`src/rtl/ov7670_capture_ctrl.sv`:
```
// ov7670_capture_ctrl
//   Frame-capture sequencer for the OV7670 pixel path. Arms on a capture
//   request, aligns to the next frame's vsync, pairs camera bytes into RGB565
//   words and drives the frame-buffer BRAM write port. Reports frame completion
//   and line/frame geometry errors.
//
// Ports
//   pclk        in   camera pixel clock, all logic on posedge
//   reset       in   asynchronous active-high reset
//   din         in   camera data byte
//   vsync       in   high during vertical blank
//   href        in   high while line bytes are valid
//   start       in   capture request, sampled only in idle
//   continuous  in   1: re-arm after each frame, 0: single shot
//   abort       in   synchronous abort to idle, no frame_done
//   wr_en       out  frame-buffer write strobe, one pclk per pixel
//   wr_addr     out  write address = line*H_PIXELS + pixel
//   wr_data     out  {first byte, second byte}
//   busy        out  high in every state except idle
//   frame_done  out  one-pclk pulse at end of each captured frame
//   line_err    out  sticky: a line was not 2*H_PIXELS bytes
//   frame_err   out  sticky: a frame was not V_LINES lines
//   frame_cnt   out  captured-frame counter, wraps
module ov7670_capture_ctrl #(
  parameter int unsigned H_PIXELS = 640,
  parameter int unsigned V_LINES  = 480,
  parameter int unsigned ADDR_W   = 19
) (
  input  logic              pclk,
  input  logic              reset,
  input  logic [7:0]        din,
  input  logic              vsync,
  input  logic              href,
  input  logic              start,
  input  logic              continuous,
  input  logic              abort,
  output logic              wr_en,
  output logic [ADDR_W-1:0] wr_addr,
  output logic [15:0]       wr_data,
  output logic              busy,
  output logic              frame_done,
  output logic              line_err,
  output logic              frame_err,
  output logic [7:0]        frame_cnt
);

  // Pixel counter saturates one past H_PIXELS so long lines stay detectable.
  localparam int unsigned PixW  = $clog2(H_PIXELS + 2);
  localparam int unsigned LineW = $clog2(V_LINES + 1);

  localparam logic [PixW-1:0]   HPix    = PixW'(H_PIXELS);
  localparam logic [PixW-1:0]   PixSat  = PixW'(H_PIXELS + 1);
  localparam logic [LineW-1:0]  LineMax = LineW'(V_LINES);
  localparam logic [ADDR_W-1:0] HAddr   = ADDR_W'(H_PIXELS);

  typedef enum logic [2:0] {
    StIdle,
    StSyncHi,
    StSyncLo,
    StLine,
    StPixel
  } state_e;

  state_e            state_q, state_d;
  logic              phase_q, phase_d;
  logic [7:0]        hi_q, hi_d;
  logic [PixW-1:0]   pix_q, pix_d;
  logic [LineW-1:0]  line_q, line_d;
  logic              extra_q, extra_d;  // a line arrived after V_LINES lines
  logic [ADDR_W-1:0] base_q, base_d;

  logic              wr_en_d;
  logic [ADDR_W-1:0] wr_addr_d;
  logic [15:0]       wr_data_d;
  logic              busy_d;
  logic              frame_done_d;
  logic              line_err_d;
  logic              frame_err_d;
  logic [7:0]        frame_cnt_d;

  logic              take_byte;
  logic              line_close;
  logic              frame_close;

  always_comb begin
    state_d      = state_q;
    phase_d      = phase_q;
    hi_d         = hi_q;
    pix_d        = pix_q;
    line_d       = line_q;
    extra_d      = extra_q;
    base_d       = base_q;
    wr_en_d      = 1'b0;
    wr_addr_d    = wr_addr;
    wr_data_d    = wr_data;
    frame_done_d = 1'b0;
    line_err_d   = line_err;
    frame_err_d  = frame_err;
    frame_cnt_d  = frame_cnt;
    take_byte    = 1'b0;
    line_close   = 1'b0;
    frame_close  = 1'b0;

    if (abort) begin
      state_d = StIdle;
    end else begin
      unique case (state_q)
        StIdle: begin
          if (start) begin
            state_d     = StSyncHi;
            line_err_d  = 1'b0;
            frame_err_d = 1'b0;
            phase_d     = 1'b0;
            pix_d       = '0;
            line_d      = '0;
            extra_d     = 1'b0;
            base_d      = '0;
          end
        end
        StSyncHi: begin
          // Wait for blank so capture never begins mid-frame.
          if (vsync) state_d = StSyncLo;
        end
        StSyncLo: begin
          if (!vsync) begin
            state_d = StLine;
            phase_d = 1'b0;
            pix_d   = '0;
            line_d  = '0;
            extra_d = 1'b0;
            base_d  = '0;
          end
        end
        StLine: begin
          if (vsync) begin
            frame_close = 1'b1;
          end else if (href) begin
            state_d   = StPixel;
            take_byte = 1'b1;
          end
        end
        StPixel: begin
          if (vsync) begin
            line_close  = 1'b1;
            frame_close = 1'b1;
          end else if (href) begin
            take_byte = 1'b1;
          end else begin
            line_close = 1'b1;
            state_d    = StLine;
          end
        end
        default: state_d = StIdle;
      endcase
    end

    if (take_byte) begin
      phase_d = ~phase_q;
      if (!phase_q) begin
        hi_d = din;
      end else begin
        // Out-of-range pixels are counted but never written.
        if (pix_q < HPix && line_q < LineMax) begin
          wr_en_d   = 1'b1;
          wr_data_d = {hi_q, din};
          wr_addr_d = base_q + ADDR_W'(pix_q);
        end
        if (pix_q != PixSat) pix_d = pix_q + 1'b1;
      end
    end

    // A trailing odd byte leaves phase set, which also flags the line.
    if (line_close) begin
      if (pix_q != HPix || phase_q) line_err_d = 1'b1;
      pix_d   = '0;
      phase_d = 1'b0;
      if (line_q != LineMax) begin
        line_d = line_q + 1'b1;
        base_d = base_q + HAddr;
      end else begin
        extra_d = 1'b1;
      end
    end

    // Uses the line count after any cut line has been closed.
    if (frame_close) begin
      frame_done_d = 1'b1;
      frame_cnt_d  = frame_cnt + 8'd1;
      if (line_d != LineMax || extra_d) frame_err_d = 1'b1;
      pix_d   = '0;
      phase_d = 1'b0;
      state_d = continuous ? StSyncLo : StIdle;
    end

    busy_d = (state_d != StIdle);
  end

  always_ff @(posedge pclk or posedge reset) begin
    if (reset) begin
      state_q    <= StIdle;
      phase_q    <= 1'b0;
      hi_q       <= '0;
      pix_q      <= '0;
      line_q     <= '0;
      extra_q    <= 1'b0;
      base_q     <= '0;
      wr_en      <= 1'b0;
      wr_addr    <= '0;
      wr_data    <= '0;
      busy       <= 1'b0;
      frame_done <= 1'b0;
      line_err   <= 1'b0;
      frame_err  <= 1'b0;
      frame_cnt  <= '0;
    end else begin
      state_q    <= state_d;
      phase_q    <= phase_d;
      hi_q       <= hi_d;
      pix_q      <= pix_d;
      line_q     <= line_d;
      extra_q    <= extra_d;
      base_q     <= base_d;
      wr_en      <= wr_en_d;
      wr_addr    <= wr_addr_d;
      wr_data    <= wr_data_d;
      busy       <= busy_d;
      frame_done <= frame_done_d;
      line_err   <= line_err_d;
      frame_err  <= frame_err_d;
      frame_cnt  <= frame_cnt_d;
    end
  end

endmodule
```
`config.mk`:
```
export PLATFORM = sky130hd
export DESIGN_NAME = ov7670_capture_ctrl
export DESIGN_NICKNAME = d
export VERILOG_FILES = /design/src/rtl/ov7670_capture_ctrl.sv
export SDC_FILE = /design/constraint.sdc
export NUM_CORES = 1
export LEC_CHECK = 0
export BUFFER_PORTS_ARGS = -buffer_cell sky130_fd_sc_hd__buf_2
export CAP_MARGIN = 20
export CORE_MARGIN = 4
export CORE_UTILIZATION = 58
export DETAILED_ROUTE_END_ITERATION = 10
export PLACE_DENSITY = 0.87
export SLEW_MARGIN = 10
export SYNTH_ARGS = -nofsm -noshare
export SYNTH_HDL_FRONTEND = slang
export SYNTH_SLANG_ARGS = --single-unit
```
`constraint.sdc`:
```
create_clock -name pclk -period 3.9 [get_ports pclk]
set_input_delay 0.78 -clock pclk [delete_from_list [all_inputs] [get_ports pclk]]
set_output_delay 0.78 -clock pclk [all_outputs]
set_load 0.01 [all_outputs]
```
==> results.txt, run 1 <==
status - finished clean
CTS tree - yes
#FFs+latches synth - 99
# setup viols final - 0
Vias - 3917
final core occ - 0.6676
Die W - 100.2 µm
vias in the first global route - 3819
Worst VDD drop - 0.2344 mV
ratio of cells with drive above 1 in the final layout - 0.1766
DRT iter0 DRCs - 305
pin count of the biggest net entering global routing - 49
Reg clk slew, reported paths - 90 ps
PostCTS Resize Cnt - 0
first-pass GRT wire length - 18050 µm
Main synth FF type - dfrtp_1
PD cells - 339.8 nW/µm²
Fin. Hold Viols - 0
chip height - 100.2 µm
Combinational Power Share - 0.069
fmax - 346.7 MHz
row count - 33
Critical Path RT - 4110 ps
wire per inst - 15.37 µm
Internal - 1.423 mW
largest cells by area after synthesis - dfrtp_1 50%, nand2_1 7.6%, ha_1 4.3%, o21ai_0 3.6%, mux2_2 3.2%
Inserted Diodes - 0
simple-gate area share of the yosys netlist - 0.2139
core area - 8258 µm²
Hold Crit Class - in2async
Remaining DRCs - 0
vias per inst - 5.786
GRT Overall Usage - 0.2219
final slew viol count - 0
Sequential Power Share - 0.583
Final #Nets - 600
Netlist cell types - 55
cell count of the worst reg-to-reg path - 7
main combinational cell family by area after synthesis - simple AND/OR/NAND/NOR gates
final WL - 10410 µm
post-synthesis compound-gate area fraction - 0.1238
Fin Setup TNS - 0 ps
cts hold-fix bufs - 0
Clk pwr share - 0.348
gr ovfl total - 0
max_cap viols - 0
Post-Synth Adder-Cell Area - 0.04720
Post-Synth XOR/XNOR Area - 0.04618
fin crit share - 0.7396
RD Place Congestion - 0.8764
Worst setup SP type - flip-flop
Mapped Cells - 511
clock buffer depth - 2
asr flop ratio synth - 1.000
initial antenna violation count - 0
Crit Path Class - reg2reg
Layout area overhead - 11.80%
Detailed Routing Iterations Pass 1 - 5
Routed Antenna Nets - 0
maximum fanout along the worst path - 18
r2r startpoint - state_q[1]
commonest cells after routing, fill and taps aside - 100 x nand2_1, 99 x dfrtp_1, 62 x buf_2
clk root buf - clkbuf_8
Tmin final - 2884 ps
cell taking the most area after synthesis - dfrtp_1
Starting Density - 0.5971
Sw Pwr - 0.4499 mW
Static Leak - 2.758 nW
Synth Area per Inst - 9.650 µm²
Netlist Area Pre-Place - 4931 µm²
postcts setup bufs - 0
I/O Buffers - 62
syn nets - 544
Synth warnings - 0
mux contribution to synthesized area - 0.03806
Clk Latency, worst-skew pair - 360 ps
Net Sw Frac - 0.2402
I/O pins - 63
Post-synth EDFFs - 0
top-area cell type share of the netlist area - 0.5024
headroom to the max-slew limit - 0.4564
die area - 10040 µm²
r2r setup slk - 1020 ps
commonest non-fill, non-tap cell in the layout - nand2_1
RSZ-0062 raised after global routing - no
Sink Count - 99
sequential element share of the synthesized area - 0.5024
TritonCTS Buffers - 9
reg2reg end - frame_err
crit path capture type - flip-flop
Worst Path Arrival - 3100 ps
Post-DP HPWL - 7617 µm
Tightest Pin Transition - 812.4 ps
clk_skew - 9.682 ps
CTS H-tree depth - 3
==> flip-flops by register name, summed over array words and instances (netlist names), 3 cells and up <==
| name | flops |
|---|---|
| base_q | 19 |
| wr_addr | 19 |
| wr_data | 16 |
| pix_q | 10 |
| line_q | 9 |
| frame_cnt | 8 |
| hi_q | 8 |
| state_q | 3 |
==> power by group through the flow <==
stage	sequential, mW	combinational [mW]	clock, mW
after floorplan	1.11	0.0872	0
after global placement	1.11	0.127	0
after detailed placement	1.11	0.132	0
after CTS	1.09	0.132	0.670
after global routing	1.10	0.145	0.710
final	1.09	0.130	0.652
==> critical path: stages (launching register included) <==
cell and delay [ps]:
dfrtp_1 500, or3b_4 450, nor3_4 360, nand2b_1 440
mux2i_1 230, a2111oi_0 380, and4b_1 240, a41oi_1 130
==> stage by stage <==
step / area, µm² / power (mW) / worst slack, ps / hold WS, ps / std cells
2_1_floorplan: 4931 / 1.193 / 529.6 / 434.8 / 511
3_3_place_gp: 5318 / 1.236 / 1142 / 439.9 / 661
3_5_place_dp: 5318 / 1.244 / 1007 / 460.9 / 661
4_1_cts: 5513 / 1.893 / 1063 / 375.7 / 677
5_1_grt: 5513 / 1.953 / 885.7 / 380.1 / 677
6_report: 5513 / 1.873 / 1016 / 380.9 / 677
==> worst max path at each step <==
stage	from	end
after floorplan	reset	base_q[0]
after global placement	href	frame_err
after detailed placement	href	frame_err
after CTS	state_q[1]	frame_err
after global routing	state_q[1]	frame_err
final	state_q[1]	frame_err
==> final cells by class <==
type	count	area, µm²
flip-flops and latches	99	2477
inverters	12	47.55
clock buffers	12	145.1
repair buffers	67	347.8
clock inverters	4	50.05
well taps	105	131.4
fillers	659	2745
multi-input cells	378	2313
==> logic make-up (layout without fill, tap and decap cells) <==
kind of cell	after synthesis	after routing
compound gates	99	99
xor+xnor	26	26
fa+ha+maj	18	18
buf+inv	34	95
flops	99	99
mux	17	17
simple gates	218	218
==> metal layers <==
layer  track usage  part of all wire
met5             0                 0
met4       0.08187             0.015
met3       0.03405             0.053
met2        0.3598              0.49
met1        0.3034              0.44
==> cells in the mapped netlist (all sizes together) (2+ instances only) <==
cell,count
a2111oi,2
a211oi,4
a21oi,22
a22o,2
a31oi,3
and2,9
and3,7
buf,8
clkbuf,14
dfrtp,99
ha,17
inv,12
mux2,14
mux2i,3
nand2,100
nand2b,8
nand3,22
nand3b,2
nand4,13
nor2,27
nor2b,6
nor3,7
nor4,3
o211ai,6
o21ai,36
o21bai,2
o22a,2
o31ai,9
o41ai,2
or2,3
or3,5
xnor2,16
xor2,10
(Power assumes the default switching activity.)
==> run 2, diff against run 1 <==
==> constraint.sdc (replaced) <==
create_clock -name pclk -period 3.02 [get_ports pclk]
set_input_delay 0.604 -clock pclk [delete_from_list [all_inputs] [get_ports pclk]]
set_output_delay 0.604 -clock pclk [all_outputs]
set_load 0.01 [all_outputs]
==> run 2 against run 1 <==
First-iteration DRC count is 17% higher. Final area is 0.14% higher. Flip-flop and latch count is the same. Hold slack lost 120 ps. Combinational power up 33%. Sequential share of layout area shrank 0.061 points. Total power up 24%. Non-clock buffer count up 3. Critical path depth unchanged. Global-route usage fell by 0.51 points. Setup slack worse by 590 ps. Critical path type unchanged. Largest power group unchanged.
==> results.txt, run 2 (synthesis gave the netlist of run 1 again) <==
largest registers - base_q (19), wr_addr (19), wr_data (16)
Reg clk slew, reported paths - 100 ps
final slew viol count - 0
r2r startpoint - state_q[1]
Detailed Routing Iterations Pass 1 - 5
# setup viols final - 0
Fin. Hold Viols - 0
Layout area overhead - 11.95%
final non-filler cell area - 5520 µm²
I/O Buffers - 62
CTS tree - yes
Post-DP Area - 5354 µm²
postcts setup bufs - 0
pin count of the biggest net entering global routing - 50
PD cells - 421.2 nW/µm²
slowest cell on the critical path - dfrtp_1
fmax - 386.0 MHz
max_cap viols - 0
I/O pins - 63
Worst VDD drop - 0.2402 mV
Worst Path Arrival - 2810 ps
fin crit share - 0.8578
Critical Path RT - 3240 ps
Vias - 4002
Clk Latency, worst-skew pair - 360 ps
CP Launch Point - state_q[1]
Routed Antenna Nets - 0
commonest cells after routing, fill and taps aside - 100 x nand2_1, 99 x dfrtp_1, 62 x buf_2
reg2reg end - frame_err
CTS H-tree depth - 3
Overall Power - 2.325 mW
gr ovfl total - 0
Worst setup SP type - flip-flop
Sink Count - 99
final hold slack - 261.1 ps
chip height - 100.2 µm
ratio of cells with drive above 1 in the final layout - 0.1829
DRT iter0 DRCs - 356
RD Place Congestion - 0.8752
final WL - 10360 µm
TritonCTS Buffers - 9
cts hold-fix bufs - 0
r2r setup slk - 430 ps
clock buffer depth - 2
Die W - 100.2 µm
first-pass GRT wire length - 17860 µm
maximum fanout along the worst path - 12
Starting Density - 0.5971
crit-path max cell delay - 500 ps
Tmin final - 2591 ps
Hold Crit Class - in2async
Crit Path Class - reg2reg
Remaining DRCs - 0
vias per inst - 5.894
Inserted Diodes - 0
row count - 33
die area - 10040 µm²
PostCTS Resize Cnt - 0
Tightest Pin Transition - 532.9 ps
core area - 8258 µm²
initial antenna violation count - 0
Final #Nets - 603
cell count of the worst reg-to-reg path - 7
wire per inst - 15.25 µm
clk_skew - 11.39 ps
crit path capture type - flip-flop
vias in the first global route - 3886
Post-DP HPWL - 7590 µm
status - finished clean
RSZ-0062 raised after global routing - no
Fin Setup TNS - 0 ps
clk root buf - clkbuf_8
CP Cell Sequence - or3b_4 > nor3_4 > nand2b_1 > mux2i_1 > a2111oi_0 > and4b_1 > a41oi_1
Static Leak - 2.762 nW
commonest non-fill, non-tap cell in the layout - nand2_1
headroom to the max-slew limit - 0.6448
GRT Overall Usage - 0.2168
-- run 2: cell types whose count changed in the layout (fill, tap and decap cells not counted) --
cell / before / now
buf_12: 0 / 1
buf_4: 5 / 7
bufinv_16: 1 / 0
clkbuf_1: 2 / 0
clkbuf_8: 10 / 9
clkinv_2: 1 / 2
clkinv_4: 0 / 1
clkinvlp_4: 2 / 3
inv_4: 1 / 0
inv_6: 0 / 1
-- run 2: layout make-up --
cell class | count | area, µm²
Tap cell | 105 | 131.4
Timing Repair Buffer | 70 | 382.9
Sequential cell | 99 | 2477
Clock inverter | 6 | 42.54
Clock buffer | 9 | 123.9
Inverter | 12 | 48.80
Fill cell | 653 | 2738
Multi-Input combinational cell | 378 | 2313
-- run 2: critical path: cells and delay by family (launching register included) --
family | cells | cell delay [ps]
AO/OA/AOI/OAI | 2 | 580
flip-flops | 1 | 500
multiplexers | 1 | 160
AND/OR/NAND/NOR | 4 | 1210
-- run 2: stage by stage --
stage	util	worst slack, ps	instances
CTS	0.6685	459.0	679
finish	0.6685	429.4	679
global placement	0.6483	626.8	664
floorplan	-	694.8	511
detailed placement	0.6483	462.2	664
global route	0.6685	301.3	679
-- run 2: per-layer routing --
| metal | GRT usage | share of wire | vias to the layer above |
|---|---|---|---|
| li1 | - | - | 1905 |
| met1 | 0.3017 | 0.44 | 1934 |
| met2 | 0.3491 | 0.49 | 146 |
| met3 | 0.03405 | 0.055 | 17 |
| met4 | 0.07254 | 0.016 | 0 |
| met5 | 0 | 0 | - |
-- run 2: where the power goes --
part	switching, mW	internal, mW	total (mW)
logic	0.103	0.0706	0.173
registers	0.0465	1.37	1.41
clock network	0.444	0.296	0.740
total	0.593	1.73	2.33
-- run 2: worst max-delay path by stage --
| stage | end | slack, ps |
|---|---|---|
| global placement | frame_err | 630 |
| CTS | frame_err | 460 |
| detailed placement | frame_err | 460 |
| floorplan | frame_err | 690 |
| global route | wr_addr[16] | 300 |
| finish | frame_err | 430 |
